`src/rtl/wb_arb_pkg.sv`:
```
// Shared definitions for the N:1 Wishbone round-robin arbiter.
//   arb_state_e   : arbiter state encoding (ARB_IDLE = 0, ARB_BUSY = 1)
//   gnt_idx_width : bit width of a grant index for n initiators
package wb_arb_pkg;

  typedef enum logic {
    ARB_IDLE = 1'b0,
    ARB_BUSY = 1'b1
  } arb_state_e;

  // Never narrower than one bit so a degenerate n still yields a legal vector.
  function automatic int unsigned gnt_idx_width(input int unsigned n);
    return (n > 1) ? $clog2(n) : 1;
  endfunction

endpackage

```
`src/rtl/wb_rr_pick.sv`:
```
// Combinational round-robin picker.
//   req  : request vector, one bit per initiator
//   last : index granted most recently
//   pick : first requester found scanning last+1, last+2, ... modulo N
//   any  : at least one request is present
module wb_rr_pick
  import wb_arb_pkg::*;
#(
  parameter int unsigned N    = 2,
  parameter int unsigned IdxW = gnt_idx_width(N)
) (
  input  logic [N-1:0]    req,
  input  logic [IdxW-1:0] last,
  output logic [IdxW-1:0] pick,
  output logic            any
);

  logic [IdxW-1:0] cand;

  // Walk the scan order backwards so the closest requester after last overwrites the rest.
  always_comb begin
    pick = '0;
    cand = '0;
    any  = |req;
    for (int off = int'(N); off > 0; off--) begin
      cand = IdxW'((int'(last) + off) % int'(N));
      if (req[cand]) pick = cand;
    end
  end

endmodule

```
`src/rtl/wb_arbiter_nx1.sv`:
```
// Round-robin arbiter sharing one Wishbone initiator port among N_INITIATORS upstream initiators.
// A grant is held for the whole bus cycle (t_cyc high); one idle cycle separates grants.
//   clock, reset              : single clock, asynchronous active-high reset
//   t_adr/t_dat_w/t_sel       : per-initiator request payload (packed slices)
//   t_cyc/t_stb/t_we          : per-initiator controls
//   t_dat_r/t_ack/t_err       : per-initiator responses (read data broadcast)
//   i_adr/i_dat_w/i_sel       : shared initiator payload
//   i_cyc/i_stb/i_we          : shared initiator controls
//   i_dat_r/i_ack/i_err       : shared target responses
//   gnt_valid/gnt_idx         : grant status
// Optional: define WB_ARB_TIMEOUT_EN to enable the stalled-strobe watchdog (TIMEOUT_CYCLES).
module wb_arbiter_nx1
  import wb_arb_pkg::*;
#(
  parameter int unsigned ADR_WIDTH      = 32,
  parameter int unsigned DAT_WIDTH      = 32,
  parameter int unsigned N_INITIATORS   = 2,
  parameter int unsigned TIMEOUT_CYCLES = 256
) (
  input  logic                                   clock,
  input  logic                                   reset,
  input  logic [N_INITIATORS*ADR_WIDTH-1:0]      t_adr,
  input  logic [N_INITIATORS*DAT_WIDTH-1:0]      t_dat_w,
  output logic [N_INITIATORS*DAT_WIDTH-1:0]      t_dat_r,
  input  logic [N_INITIATORS-1:0]                t_cyc,
  input  logic [N_INITIATORS-1:0]                t_stb,
  input  logic [N_INITIATORS-1:0]                t_we,
  input  logic [N_INITIATORS*(DAT_WIDTH/8)-1:0]  t_sel,
  output logic [N_INITIATORS-1:0]                t_ack,
  output logic [N_INITIATORS-1:0]                t_err,
  output logic [ADR_WIDTH-1:0]                   i_adr,
  output logic [DAT_WIDTH-1:0]                   i_dat_w,
  input  logic [DAT_WIDTH-1:0]                   i_dat_r,
  output logic                                   i_cyc,
  output logic                                   i_stb,
  output logic                                   i_we,
  output logic [DAT_WIDTH/8-1:0]                 i_sel,
  input  logic                                   i_ack,
  input  logic                                   i_err,
  output logic                                   gnt_valid,
  output logic [gnt_idx_width(N_INITIATORS)-1:0] gnt_idx
);

  localparam int unsigned SelW = DAT_WIDTH / 8;
  localparam int unsigned IdxW = gnt_idx_width(N_INITIATORS);

  arb_state_e      state_q, state_d;
  logic [IdxW-1:0] gnt_idx_q, gnt_idx_d;
  logic [IdxW-1:0] last_gnt_q, last_gnt_d;
  logic [IdxW-1:0] pick;
  logic [IdxW-1:0] sel_idx;
  logic            any_req;
  logic            busy;
  logic            cyc_gnt;
  logic            stb_gnt;
  logic            to_hit;

  wb_rr_pick #(
    .N    (N_INITIATORS),
    .IdxW (IdxW)
  ) u_pick (
    .req  (t_cyc),
    .last (last_gnt_q),
    .pick (pick),
    .any  (any_req)
  );

  assign busy      = (state_q == ARB_BUSY);
  assign cyc_gnt   = t_cyc[gnt_idx_q];
  assign stb_gnt   = t_stb[gnt_idx_q];
  assign gnt_valid = busy;
  assign gnt_idx   = gnt_idx_q;
  assign t_dat_r   = {N_INITIATORS{i_dat_r}};

  // last_gnt resets to the top index so initiator 0 wins the first arbitration.
  always_ff @(posedge clock or posedge reset) begin
    if (reset) begin
      state_q    <= ARB_IDLE;
      gnt_idx_q  <= '0;
      last_gnt_q <= IdxW'(N_INITIATORS - 1);
    end else begin
      state_q    <= state_d;
      gnt_idx_q  <= gnt_idx_d;
      last_gnt_q <= last_gnt_d;
    end
  end

  always_comb begin
    state_d    = state_q;
    gnt_idx_d  = gnt_idx_q;
    last_gnt_d = last_gnt_q;
    unique case (state_q)
      ARB_IDLE: begin
        if (any_req) begin
          state_d    = ARB_BUSY;
          gnt_idx_d  = pick;
          last_gnt_d = pick;
        end
      end
      ARB_BUSY: begin
        if (!cyc_gnt) state_d = ARB_IDLE;
      end
    endcase
  end

  // Payload follows the granted initiator; outside a grant initiator 0 is steered through.
  always_comb begin
    sel_idx = busy ? gnt_idx_q : '0;
    i_adr   = '0;
    i_dat_w = '0;
    i_sel   = '0;
    i_we    = 1'b0;
    for (int k = 0; k < int'(N_INITIATORS); k++) begin
      if (sel_idx == IdxW'(k)) begin
        i_adr   = t_adr[k*ADR_WIDTH +: ADR_WIDTH];
        i_dat_w = t_dat_w[k*DAT_WIDTH +: DAT_WIDTH];
        i_sel   = t_sel[k*SelW +: SelW];
        i_we    = t_we[k];
      end
    end
    i_cyc = busy & cyc_gnt;
    i_stb = busy & stb_gnt & ~to_hit;
    t_ack = '0;
    t_err = '0;
    if (busy) begin
      t_ack[gnt_idx_q] = i_ack & ~to_hit;
      t_err[gnt_idx_q] = i_err | to_hit;
    end
  end

`ifdef WB_ARB_TIMEOUT_EN
  localparam int unsigned CntW = $clog2(TIMEOUT_CYCLES) + 1;

  logic [CntW-1:0] to_cnt_q, to_cnt_d;

  // Counts stalled strobe cycles; the watchdog fires on the last one and restarts.
  always_comb begin
    to_hit   = busy & stb_gnt & (to_cnt_q == CntW'(TIMEOUT_CYCLES - 1));
    to_cnt_d = to_cnt_q;
    if (!busy || i_ack || i_err || to_hit) begin
      to_cnt_d = '0;
    end else if (stb_gnt) begin
      to_cnt_d = to_cnt_q + CntW'(1);
    end
  end

  always_ff @(posedge clock or posedge reset) begin
    if (reset) begin
      to_cnt_q <= '0;
    end else begin
      to_cnt_q <= to_cnt_d;
    end
  end
`else
  logic unused_timeout;

  assign to_hit         = 1'b0;
  assign unused_timeout = ^TIMEOUT_CYCLES;
`endif

endmodule

```
`config.mk`:
```
export PLATFORM = sky130hd
export DESIGN_NAME = wb_arbiter_nx1
export DESIGN_NICKNAME = d
export VERILOG_FILES = /design/src/rtl/wb_arb_pkg.sv /design/src/rtl/wb_rr_pick.sv /design/src/rtl/wb_arbiter_nx1.sv
export SDC_FILE = /design/constraint.sdc
export NUM_CORES = 1
export LEC_CHECK = 0
export BUFFER_PORTS_ARGS = -buffer_cell sky130_fd_sc_hd__clkbuf_2
export CORE_AREA = 2 2 125 127
export CTS_CLUSTER_DIAMETER = 120
export DETAILED_ROUTE_END_ITERATION = 8
export DIE_AREA = 0 0 127 129
export SETUP_SLACK_MARGIN = 0.05
export SLEW_MARGIN = 20
export SYNTH_ARGS = -nofsm -noshare
export SYNTH_HDL_FRONTEND = slang
export SYNTH_HIERARCHICAL = 1
export SYNTH_SLANG_ARGS = --single-unit
```
`constraint.sdc`:
```
create_clock -name clock -period 1.1 [get_ports clock]
set_input_delay 0.055 -clock clock [delete_from_list [all_inputs] [get_ports clock]]
set_output_delay 0.055 -clock clock [all_outputs]
set_load 0.01 [all_outputs]
```
==> results.py <==
metrics = {
    "logic_synthesis": {
        "yosys_reg_bits": 3,
        "ys_seq_area_share_pct": 4.88,
        "mappedNetlistArea_sq_um": 1560,
        "syn_inst": 162,
        "mappedNetlistNets": 340,
        "post_synth_num_cell_types": 17,
        "yosysWarningCount": 6,
        "postSynthAreaPerCell_sq_um": 9.65,
    },
    "timing": {
        "achievable-frequency_ghz": 0.651,
        "maxSlewHeadroom_pct": 83.8,
        "final_total_negative_setup_slack_ns": -29.73,
        "final.setup.worst_slack_ns": -0.437,
        "minimum_clock_period_after_layout_ns": 1.54,
        "slew_violations": 0,
        "timing.clock.skew_ns": 0.00178,
        "timing.final.crit_share_pct": 140,
        "rsz0062_at_grt": "true",
        "finalHoldViolCount": 0,
        "timing_worst_slew_pin_value_ns": 0.241,
        "finalSetupViolCount": 79,
    },
    "global_route": {
        "grt_pass1_wl_mm": 10.1,
        "grt_pass1_vias": 1832,
        "grt.overflow.total": 0,
        "grt_antenna_before_repair": 0,
        "pin_count_of_the_biggest_net_entering_global_routing": 23,
        "grtUsageTotal_pct": 8.30,
    },
    "pwr": {
        "netSwitchingFraction_pct": 40.1,
        "p_leak_nw": 1.58,
        "design_power_total_mw": 5.31,
        "power.internal_mw": 3.18,
        "gate_power_share_pct": 84.7,
        "share_seq_of_total_power_pct": 4.2,
        "ir_worst_vdd_mv": 1.55,
        "net-switching-power_mw": 2.13,
        "pwr_density_cell_nw_per_um2": 1960,
        "power_frac_clock_pct": 11.1,
    },
    "drt": {
        "vias_per_cell": 3.49,
        "postRouteAntennaNets": 0,
        "detail_route.drc_violations": 0,
        "violation_count_after_the_first_detailed_routing_iteration": 26,
        "final_wl_mm": 7.88,
        "drt_pre_antenna_iters": 4,
        "post_drt_wl_per_cell_um": 15.3,
        "total_number_of_vias": 1799,
    },
    "cts": {
        "clock_tree.buffer_depth": 2,
        "clock-sinks": 3,
        "clock_tree.root_cell": "clkbuf_16",
        "htree_num_levels": 1,
        "numCtsBuffers": 3,
        "clock_tree_from_tritoncts": "built",
        "worstSkewPairLatency_ns": 0.23,
        "clk_pin_slew_ns": 0.03,
    },
    "place": {
        "gp_routability_congestion": 0.902,
        "placement.io_buffers": 222,
        "dpl.hpwl_mm": 6.73,
        "dpl_cell_area_sq_um": 2440,
    },
    "floorplan": {
        "die_y_um": 129,
        "floorplan.io_pins": 319,
        "core-area_sq_um": 15000,
        "initial_utilization_pct": 10.4,
        "placement_rows": 45,
        "die_span_in_x_um": 127,
        "die_area_sq_um": 16400,
    },
    "worst_setup_path": {
        "timing.critical_path.fanout_max": 19,
        "data_required_time_at_the_worst_endpoint_ns": 1.04,
        "setup.worst_path.end_class": "primary output",
        "arr_time_crit_path_ns": 1.48,
        "worst_setup_path_start_kind": "flip-flop",
        "setup.worst_path.class": "flip-flop to primary output",
        "reg2reg_depth": 7,
    },
    "layout": {
        "antenna_cells_inserted": 0,
        "layout-drive-gt1-share_pct": 95.7,
        "layout-area-overhead-vs-synth_pct": 73.4,
        "finalInstanceArea_sq_um": 2710,
        "nNetsFinal": 507,
    },
    "outcome": {
        "outcome": "finished, violations left",
        "failed_checks": "setup timing",
    },
    "worst_hold_path": {
        "hp-class": "input port to primary output",
        "number_of_cells_traversed_by_the_worst_hold_path": 0,
    },
    "flow_run": {
        "cap_violations": 0,
    },
}
-- sequential cells by signal (all words and copies together), names as in the netlist --
signal      flops
gnt_idx         1
last_gnt_q      1
gnt_valid       1
-- power by group through the flow --
stage	Sequential (mW)	Clock, mW	Combinational (mW)
global route	0.230	0.608	4.79
finish	0.222	0.592	4.50
floorplan	0.226	0	2.73
global placement	0.222	0	3.88
detailed placement	0.224	0	3.90
CTS	0.223	0.596	4.41
-- synth_stat cells --
cell type / number / area share [%]
a21boi_0: 1 / 0.48
a21oi_1: 1 / 0.32
and3_1: 2 / 0.80
and3b_1: 2 / 1.1
buf_2: 5 / 1.6
buf_4: 66 / 32
buf_6: 2 / 1.4
dfrtp_1: 2 / 3.2
dfstp_2: 1 / 1.7
inv_1: 1 / 0.24
mux2_2: 61 / 44
mux2_4: 10 / 9.6
mux2i_1: 2 / 1.3
nand2_4: 1 / 0.72
nor2_1: 1 / 0.24
nor2b_1: 3 / 1.2
or2_1: 1 / 0.40
-- stage by stage --
step | hold WS [ns] | utilization, % | setup slack [ns] | instances
6_report | 0.110 | 18.1 | -0.437 | 516
3_3_place_gp | -0.0946 | 16.3 | -0.225 | 505
3_5_place_dp | -0.0918 | 16.3 | -0.245 | 505
2_1_floorplan | -0.192 | - | -0.180 | 162
4_1_cts | 0.110 | 17.7 | -0.449 | 515
5_1_grt | 0.110 | 18.1 | -0.496 | 516
-- cells by family (layout without fill, tap and decap cells) --
group,Yosys count,after routing,synth area share [%]
mux,73,73,54.8
simple gates,10,10,4.48
flops,3,3,4.88
compound gates,2,2,0.801
buf+inv,74,240,35.0
-- cells in the final DEF (no fill, tap or decap), types with 2 or more instances in the layout --
cell type and n:
buf_12 2, and3b_1 2, buf_4 6, clkbuf_2 217, dfrtp_1 2, mux2_4 29
clkbuf_16 3, buf_2 4, mux2_2 42, and3_1 2, buf_6 3, nor2b_1 2
-- cell type report --
class	count	area, sq um
fill	1708	12300
timing repair buffer	235	1280
multi-input combinational	85	1040
tap	188	235
clock buffer	4	78.8
sequential	3	76.3
inverter	1	3.75
-- path summary, 6_finish.rpt --
kind                       slack (ns)                   start                endpoint
setup / recovery                -0.44     gnt_valid$_DFF_PP0_               i_adr[31]
max in group asynchronous        0.66                   reset  last_gnt_q$_DFFE_PP1P_
min in group asynchronous        0.23                   reset     gnt_valid$_DFF_PP0_
setup reg to reg                -0.29     gnt_idx$_DFFE_PP0P_     gnt_valid$_DFF_PP0_
hold / removal                   0.11             i_dat_r[21]             t_dat_r[21]
hold reg to reg                  0.62  last_gnt_q$_DFFE_PP1P_  last_gnt_q$_DFFE_PP1P_
-- timing repair --
action                                  4_1_cts  5_1_grt
pin swaps                                     0        1
endpoints found under the setup margin       77       80
setup buffers                                 5        1
hold endpoints to repair                      3        0
gates resized for setup                      19       17
hold buffers                                  1        0
cloned                                        1        0
-- worst max-delay path, cell delays in order (launching register included) --
cell      delay [ns]
dfrtp_1         0.39
nand2_4         0.15
buf_12          0.20
mux2_4          0.35
clkbuf_2        0.13
-- metal layers --
layer	vias up	part of all wire, %	global-route usage, %
li1	823	-	-
met1	790	32	7.86
met2	151	53	16.7
met3	35	11	1.87
met4	0	4.0	4.01
met5	-	0	0
No activity file was read; power rests on OpenSTA's default activity.
